--- src/rtl/bufin_gather.sv ---
// Ping-pong complex-sample input buffer: gathers RADIX consecutive samples
// into one group and presents it in parallel to the radix-R butterfly.
module bufin_gather #(
    parameter int unsigned WIDTH = 32,
    parameter int unsigned RADIX = 3
) (
    input  logic                   clk,
    input  logic                   rst,
    input  logic                   in_valid,
    output logic                   in_ready,
    input  logic                   in_sync,
    input  logic [WIDTH-1:0]       in_re,
    input  logic [WIDTH-1:0]       in_img,
    output logic                   out_valid,
    input  logic                   out_ready,
    output logic [RADIX*WIDTH-1:0] out_re,
    output logic [RADIX*WIDTH-1:0] out_img,
    output logic                   drop_err
);

    localparam int unsigned IDX_W = (RADIX > 1) ? $clog2(RADIX) : 1;
    localparam logic [IDX_W-1:0] LAST_LANE = IDX_W'(RADIX - 1);

    logic [WIDTH-1:0] r_bank_re [2][RADIX];
    logic [WIDTH-1:0] r_bank_im [2][RADIX];
    logic [1:0]       r_full;
    logic             r_wb;
    logic             r_rb;
    logic [IDX_W-1:0] r_idx;
    logic             r_drop;

    logic             w_in_fire;
    logic             w_out_fire;
    logic [IDX_W-1:0] w_lane;
    logic             w_last;
    logic [1:0]       w_full_nxt;

    // Ready looks only at the write bank's pre-edge flag, so a bank being
    // drained this cycle can never be written in the same cycle.
    assign in_ready   = ~r_full[r_wb] & ~rst;
    assign out_valid  = r_full[r_rb];
    assign w_in_fire  = in_valid & in_ready;
    assign w_out_fire = out_valid & out_ready;
    assign w_lane     = in_sync ? '0 : r_idx;
    assign w_last     = (w_lane == LAST_LANE);
    assign drop_err   = r_drop;

    // Fill and drain always touch different banks, so both can apply at once.
    always_comb begin
        w_full_nxt = r_full;
        if (w_out_fire) begin
            w_full_nxt[r_rb] = 1'b0;
        end
        if (w_in_fire && w_last) begin
            w_full_nxt[r_wb] = 1'b1;
        end
    end

    always_ff @(posedge clk) begin
        if (rst) begin
            r_full <= '0;
            r_wb   <= 1'b0;
            r_rb   <= 1'b0;
            r_idx  <= '0;
            r_drop <= 1'b0;
            for (int unsigned b = 0; b < 2; b++) begin
                for (int unsigned k = 0; k < RADIX; k++) begin
                    r_bank_re[b][k] <= '0;
                    r_bank_im[b][k] <= '0;
                end
            end
        end else begin
            r_full <= w_full_nxt;
            r_drop <= w_in_fire & in_sync & (r_idx != '0);
            if (w_out_fire) begin
                r_rb <= ~r_rb;
            end
            if (w_in_fire) begin
                r_bank_re[r_wb][w_lane] <= in_re;
                r_bank_im[r_wb][w_lane] <= in_img;
                if (w_last) begin
                    r_wb  <= ~r_wb;
                    r_idx <= '0;
                end else begin
                    r_idx <= w_lane + IDX_W'(1);
                end
            end
        end
    end

    // Lane k of the read bank drives slice k; lane 0 is the first sample in.
    for (genvar k = 0; k < RADIX; k++) begin : g_lane
        assign out_re[k*WIDTH +: WIDTH]  = r_bank_re[r_rb][k];
        assign out_img[k*WIDTH +: WIDTH] = r_bank_im[r_rb][k];
    end

endmodule

--- config.mk ---
export PLATFORM = sky130hd
export DESIGN_NAME = bufin_gather
export DESIGN_NICKNAME = d
export VERILOG_FILES = /design/src/rtl/bufin_gather.sv
export SDC_FILE = /design/constraint.sdc
export NUM_CORES = 1
export LEC_CHECK = 0
export CAP_MARGIN = 20
export CORE_MARGIN = 2
export CORE_UTILIZATION = 58
export CTS_CLUSTER_SIZE = 10
export DETAILED_ROUTE_END_ITERATION = 10
export PLACE_DENSITY = 0.86
export SYNTH_ARGS = -nofsm -noshare
export SYNTH_HDL_FRONTEND = slang
export SYNTH_SLANG_ARGS = --single-unit
--- constraint.sdc ---
create_clock -name clk -period 5.03 [get_ports clk]
set_input_delay 1.006 -clock clk [delete_from_list [all_inputs] [get_ports clk]]
set_output_delay 1.006 -clock clk [all_outputs]
set_load 0.05 [all_outputs]
==> impl_results.md, run 1 <==
- Status: completed
- P_sw: 1.73 mW
- Pwr Density: around 360 mW/mm^2
- R2R Setup Slk: ~2.5 ns
- # rows: between 60 and 70
- Slew Viols, Final: 0
- Tcrit/Tclk final: approximately four fifths
- Clock buffer count from CTS: 45
- Die height: ~170 um
- Max_cap viols: 0
- Initial DRC count: roughly 450
- DRT antenna net count: 0
- CTS tree: built
- Cells along the critical path: buf_4 -> mux2_2 -> clkdlybuf4s50_1
- Max Freq: roughly 250 MHz
- Yosys reg bits: ~400
- # nets final: about 1,300
- Post-Synth XOR/XNOR Area: 0%
- Number of I/O pins: between 200 and 300
- First-pass DRT Iterations: 5
- Pin count of the biggest net entering global routing: between 60 and 70
- Clock latency on the worst-skew pair: about 0.54 ns
- DP HPWL: a little over 20,000 um
- Simple logic cell fraction of the synthesized area: a little over an eighth
- Via count: between 9,000 and 10,000
- Routed wire length: roughly 36,000 um
- Initial Utilization: 59.0%
- Total gr overflow: 0
- Die area: 0.0297 sq mm
- Setup crit start kind: register
- Core area: around 0.028 sq mm
- Hold Buf Count CTS: 0
- Gate Count Post-Synth: roughly 1,000
- First-pass GRT wire length: roughly 53,000 um
- Syn nets: ~1,100
- Sink Count: 392
- Slowest stage cell, crit path: dfxtp_4
- Max Buffers Root-to-Sink: 3
- Hold Crit Class: reg -> reg
- CP max stage delay: around 0.90 ns
- Worst-path maximum fanout: 56
- Int Pwr: slightly below 6 mW
- Crit Path Category: reg -> out
- Via/cell ratio: around 5.5
- RSZ-0062 raised after global routing: false
- Crit-path leading delay family: buffers and inverters
- Fin cells: between 1,500 and 2,000
- Final hold vios: 0
- Flop pwr share: about half
- Worst slew margin: 28.9%
- Post-Synth Adder-Cell Area: 0%
- Number of instances in the placed design: 1,603
- Root Buffer Master: clkbuf_16
- CP required: approximately 4.0 ns
- Final setup violation count: 0
- Port buffer count: roughly 260
- Combinational share of power: slightly above 10%
- Post-synthesis sequential area ratio: 71.2%
- CTS clk-pin slew, worst paths: 0.06 ns
- Net Sw Frac: a little under a quarter
- Die span in x: 172 um
- Initial antenna violation count: 0
- Main combinational cell family by area after synthesis: multiplexers
- Drt drc: 0
- Postcts setup bufs: 0
- Setup TNS: 0 ns
- Slew at the pin closest to its max-slew limit: 1.07 ns
- Htree depth: 2
- Cell Area, Synth: approximately 0.016 sq mm
- Vias in the first global route: 9,646
- Mux contribution to synthesized area: about an eighth
- Share of post-route cells with drive strength above 1: 21.0%
- Clock share of power: 38.9%
- VDD IR max: just over 0.3 mV
- Post-route minimum period: between 4 and 5 ns
- Layout area overhead: 26.6%
- Leak: between 7 and 8 nW
- YS warnings: 0
- Routed WL per cell: 21.4 um
- Skew final: about 0.021 ns
- RePlAce Congestion: roughly 0.77
- CP endpoint kind: primary output
- Netlist cell types: 29
- GRT Util Overall: a little under a quarter
- Post-synthesis compound-gate area fraction: 0.678%
- Bufs and invs on worst path: 2
- Average size of a mapped cell: between 15 and 20 sq um
- CP arrival: 3.03 ns
- Post-CTS sizing: 0
cells in the final DEF (no fill, tap or decap), types with 2 or more instances in the layout:
| master | netlist | final |
|---|---|---|
| o21ba_2 | 2 | 2 |
| nand3_1 | 2 | 2 |
| buf_12 | 0 | 4 |
| clkbuf_1 | 45 | 21 |
| clkdlybuf4s50_1 | 0 | 263 |
| edfxtp_1 | 384 | 384 |
| nor2_1 | 3 | 2 |
| nand2_1 | 3 | 3 |
| buf_4 | 0 | 10 |
| inv_1 | 3 | 3 |
| nand2b_1 | 3 | 2 |
| a21oi_1 | 4 | 4 |
| a21boi_0 | 2 | 2 |
| clkbuf_16 | 0 | 47 |
| and2_1 | 320 | 320 |
| dfxtp_1 | 8 | 7 |
| or2_4 | 0 | 4 |
| nor3b_1 | 2 | 2 |
| a311oi_1 | 3 | 3 |
| mux2_2 | 194 | 194 |
cell usage after synthesis (all sizes together):
master	n	share of area, %
a21boi	2	0.091
a21oi	4	0.12
a311oi	4	0.25
a41o	1	0.061
and2	320	12
buf	5	0.34
clkbuf	51	1.2
dfxtp	8	0.97
edfxtp	384	70
inv	3	0.069
mux2	194	13
mux2i	1	0.061
nand2	3	0.069
nand2b	3	0.11
nand3	2	0.061
nand4	1	0.038
nor2	3	0.069
nor2b	2	0.091
nor3b	2	0.091
nor4	1	0.038
nor4b	2	0.20
o21ai	1	0.030
o21ba	2	0.12
or2	4	0.15
or4b	1	0.084
cell families after synthesis:
kind of cell / after synthesis
AOI/OAI and AO/OA: 14
buffers and inverters: 59
DFF: 392
muxes: 195
and+or+nand+nor: 344
flip-flops by register name, indices dropped and copies added (netlist names), named ones only:
register and flops:
r_bank_im 192, r_full 2, r_wb 1, r_rb 1, drop_err 1, r_bank_re 192, r_idx 2
power by group through the flow:
stage / combinational, mW / clock, mW / sequential, mW
finish: 0.774 / 2.92 / 3.82
floorplan: 0.468 / 0 / 3.87
CTS: 0.780 / 2.95 / 3.82
detailed placement: 0.775 / 0 / 3.88
global route: 0.810 / 3.08 / 3.83
global placement: 0.766 / 0 / 3.87
stage by stage:
step | worst slack, ns | util (%) | power (mW) | instance area [sq um] | hold WS (ns)
2_1_floorplan | 1.68 | - | 4.33 | 16400 | 0.504
3_3_place_gp | 1.25 | 70.0 | 4.63 | 19500 | 0.539
3_5_place_dp | 1.14 | 70.0 | 4.66 | 19500 | 0.561
4_1_cts | 0.953 | 74.6 | 7.55 | 20800 | 0.575
5_1_grt | 0.890 | 74.6 | 7.72 | 20800 | 0.635
6_report | 0.995 | 74.6 | 7.52 | 20800 | 0.587
per-layer routing:
metal,share of wire (%),routed length [um],vias to the layer above,track usage [%]
li1,-,-,4177,-
met1,40,14300,4572,30.1
met2,49,17600,342,40.2
met3,9.1,3240,52,7.69
met4,1.9,670,0,6.72
met5,0,0,-,0
final timing paths:
kind / start / end / cells after the start
setup / recovery: register / out_re[95] / 3
hold / removal: r_rb$_SDFFE_PP0P_ / register / 1
setup reg to reg: r_wb$_SDFFE_PP0P_ / r_bank_re[1][41]$_DFFE_PP_ / 4
hold reg to reg: r_rb$_SDFFE_PP0P_ / register / 1
final cells by class:
| cell class | count | area (sq um) |
|---|---|---|
| fill | 1660 | 7060 |
| multi-input combinational | 553 | 4530 |
| sequential | 392 | 11700 |
| clock inverter | 2 | 38.8 |
| antenna | 1 | 2.50 |
| timing repair buffer | 277 | 2790 |
| tap | 378 | 473 |
| inverter | 3 | 11.3 |
| clock buffer | 68 | 1250 |
No activity file was read; power rests on OpenSTA's default activity.
==> inputs of run 2 (changes only) <==
CORE_UTILIZATION = 49   (was 58)
PLACE_DENSITY = 0.77   (was 0.86)
clock period = 3.5 ns   (was 5.03 ns; I/O delays follow)
==> run 2 against run 1 <==
- core utilization is 12 points lower
- count of clock-buffer cells in the layout is 10 lower
- final area is 0.17% higher
- largest cell class unchanged
- wire length is 1.6% higher
- critical path depth is 1 higher
- register-to-register slack worse by 1.3 ns
==> impl_results.md, run 2 (synthesis results as in run 1) <==
- Die height: 187 um
- Slew Viols, Final: 0
- RePlAce Congestion: around 0.79
- Pin count of the biggest net entering global routing: 66
- Cell Area, Placed: just under 0.02 sq mm
- Final hold vios: 0
- Die span in x: 187 um
- GRT Util Overall: between 20% and 30%
- CP arrival: approximately 2.6 ns
- Int Pwr: slightly above 8 mW
- Tcrit/Tclk final: between 90 and 100%
- # rows: 67
- Setup TNS: 0 ns
- Initial Utilization: roughly half
- Worst slew margin: about half
- Core area: 0.0333 sq mm
- Slew at the pin closest to its max-slew limit: approximately 0.76 ns
- Setup crit start kind: register
- DP HPWL: around 22,000 um
- Sink Count: just under 400
- Initial antenna violation count: 2
- CTS tree: built
- DRT antenna net count: 0
- Routed WL per cell: 20.8 um
- Leak: ~7.6 nW
- RSZ-0062 raised after global routing: false
- Clock latency on the worst-skew pair: around 0.53 ns
- Layout Utilization: 62.6%
- Skew final: approximately 0.017 ns
- Vias in the first global route: around 9,700
- P_sw: between 2 and 2.5 mW
- Design area: ~0.021 sq mm
- Worst-path maximum fanout: 48
- Worst reg-to-reg path cell count: 4
- Clock buffer count from CTS: 45
- Crit Path Category: reg -> out
- Hold Buf Count CTS: 0
- Via/cell ratio: between 5 and 6
- Routed wire length: roughly 36,000 um
- CP endpoint kind: primary output
- Status: completed
- Initial DRC count: 618
- Post-CTS sizing: 0
- Hold_ws: between 0.5 and 0.6 ns
- Pwr Total: approximately 11 mW
- Htree depth: 2
- Layout area overhead: 26.8%
- Max Buffers Root-to-Sink: 3
- Final setup violation count: 0
- Max Freq: 306 MHz
- CTS clk-pin slew, worst paths: ~0.05 ns
- First-pass DRT Iterations: 4
- Pwr Density: about 510 mW/mm^2
- Combinational share of power: roughly a tenth
- Max_cap viols: 0
- Largest regs: r_bank_im x192, r_bank_re x192
- VDD IR max: 0.409 mV
- Hold Path Cell Cnt: 1
- Share of post-route cells with drive strength above 1: between 20% and 30%
- Flop pwr share: between 50% and 60%
- First-pass GRT wire length: 55,100 um
- CP required: 2.80 ns
- Clock share of power: approximately two fifths
- Die area: ~0.035 sq mm
- Via count: roughly 9,000
- Hold Crit Class: reg -> reg
- Commonest non-fill, non-tap cell in the layout: edfxtp_1
- Most frequent cells in the layout: edfxtp_1, and2_1, clkdlybuf4s50_1
- Net Sw Frac: a little under a quarter
- # nets final: 1,353
- Total gr overflow: 0
- Post-route minimum period: between 3 and 4 ns
- Number of I/O pins: 264
- Root Buffer Master: clkbuf_16
- Postcts setup bufs: 0
- Drt drc: 0
- Port buffer count: about 260
==> run 2: layer usage <==
metal / routed length [um] / track usage, % / up-vias
met5: 13 / 0 / -
met4: 669 / 5.71 / 2
met3: 2440 / 4.30 / 55
met2: 17500 / 33.8 / 275
met1: 15800 / 28.1 / 4589
li1: - / - / 4188
==> run 2: worst paths after layout <==
path	start	to	slack [ns]
max	register	out_re[89]	0.24
min	r_rb$_SDFFE_PP0P_	register	0.59
max reg2reg	r_wb$_SDFFE_PP0P_	r_bank_re[0][25]$_SDFFCE_PN0P_	1.21
min reg2reg	r_rb$_SDFFE_PP0P_	register	0.59
==> run 2: per-stage QoR <==
step / setup slack (ns) / cells
finish: 0.235 / 1746
global route: 0.130 / 1746
CTS: 0.215 / 1745
detailed placement: 0.389 / 1685
global placement: 0.489 / 1685
floorplan: 0.459 / 1004
==> run 2: cell type report <==
cell class,count,area [sq um]
Antenna cell,1,2.50
Clock buffer,58,1230
Clock inverter,2,12.5
Fill cell,2409,12400
Inverter,3,11.3
Multi-Input combinational cell,553,4530
Sequential cell,392,11700
Tap cell,448,561
Timing Repair Buffer,289,2790
==> run 2: critical path, stage by stage (launching register included) <==
cell	delay [ns]
dfxtp_4	0.36
buf_4	0.37
buf_4	0.61
mux2_2	0.45
buf_4	0.20
==> run 2: power groups by stage <==
stage	Sequential (mW)	Clock, mW	Combinational [mW]
floorplan	5.55	0	0.673
global placement	5.56	0	1.13
detailed placement	5.57	0	1.14
CTS	5.48	4.14	1.14
global route	5.50	4.32	1.18
finish	5.48	4.08	1.13
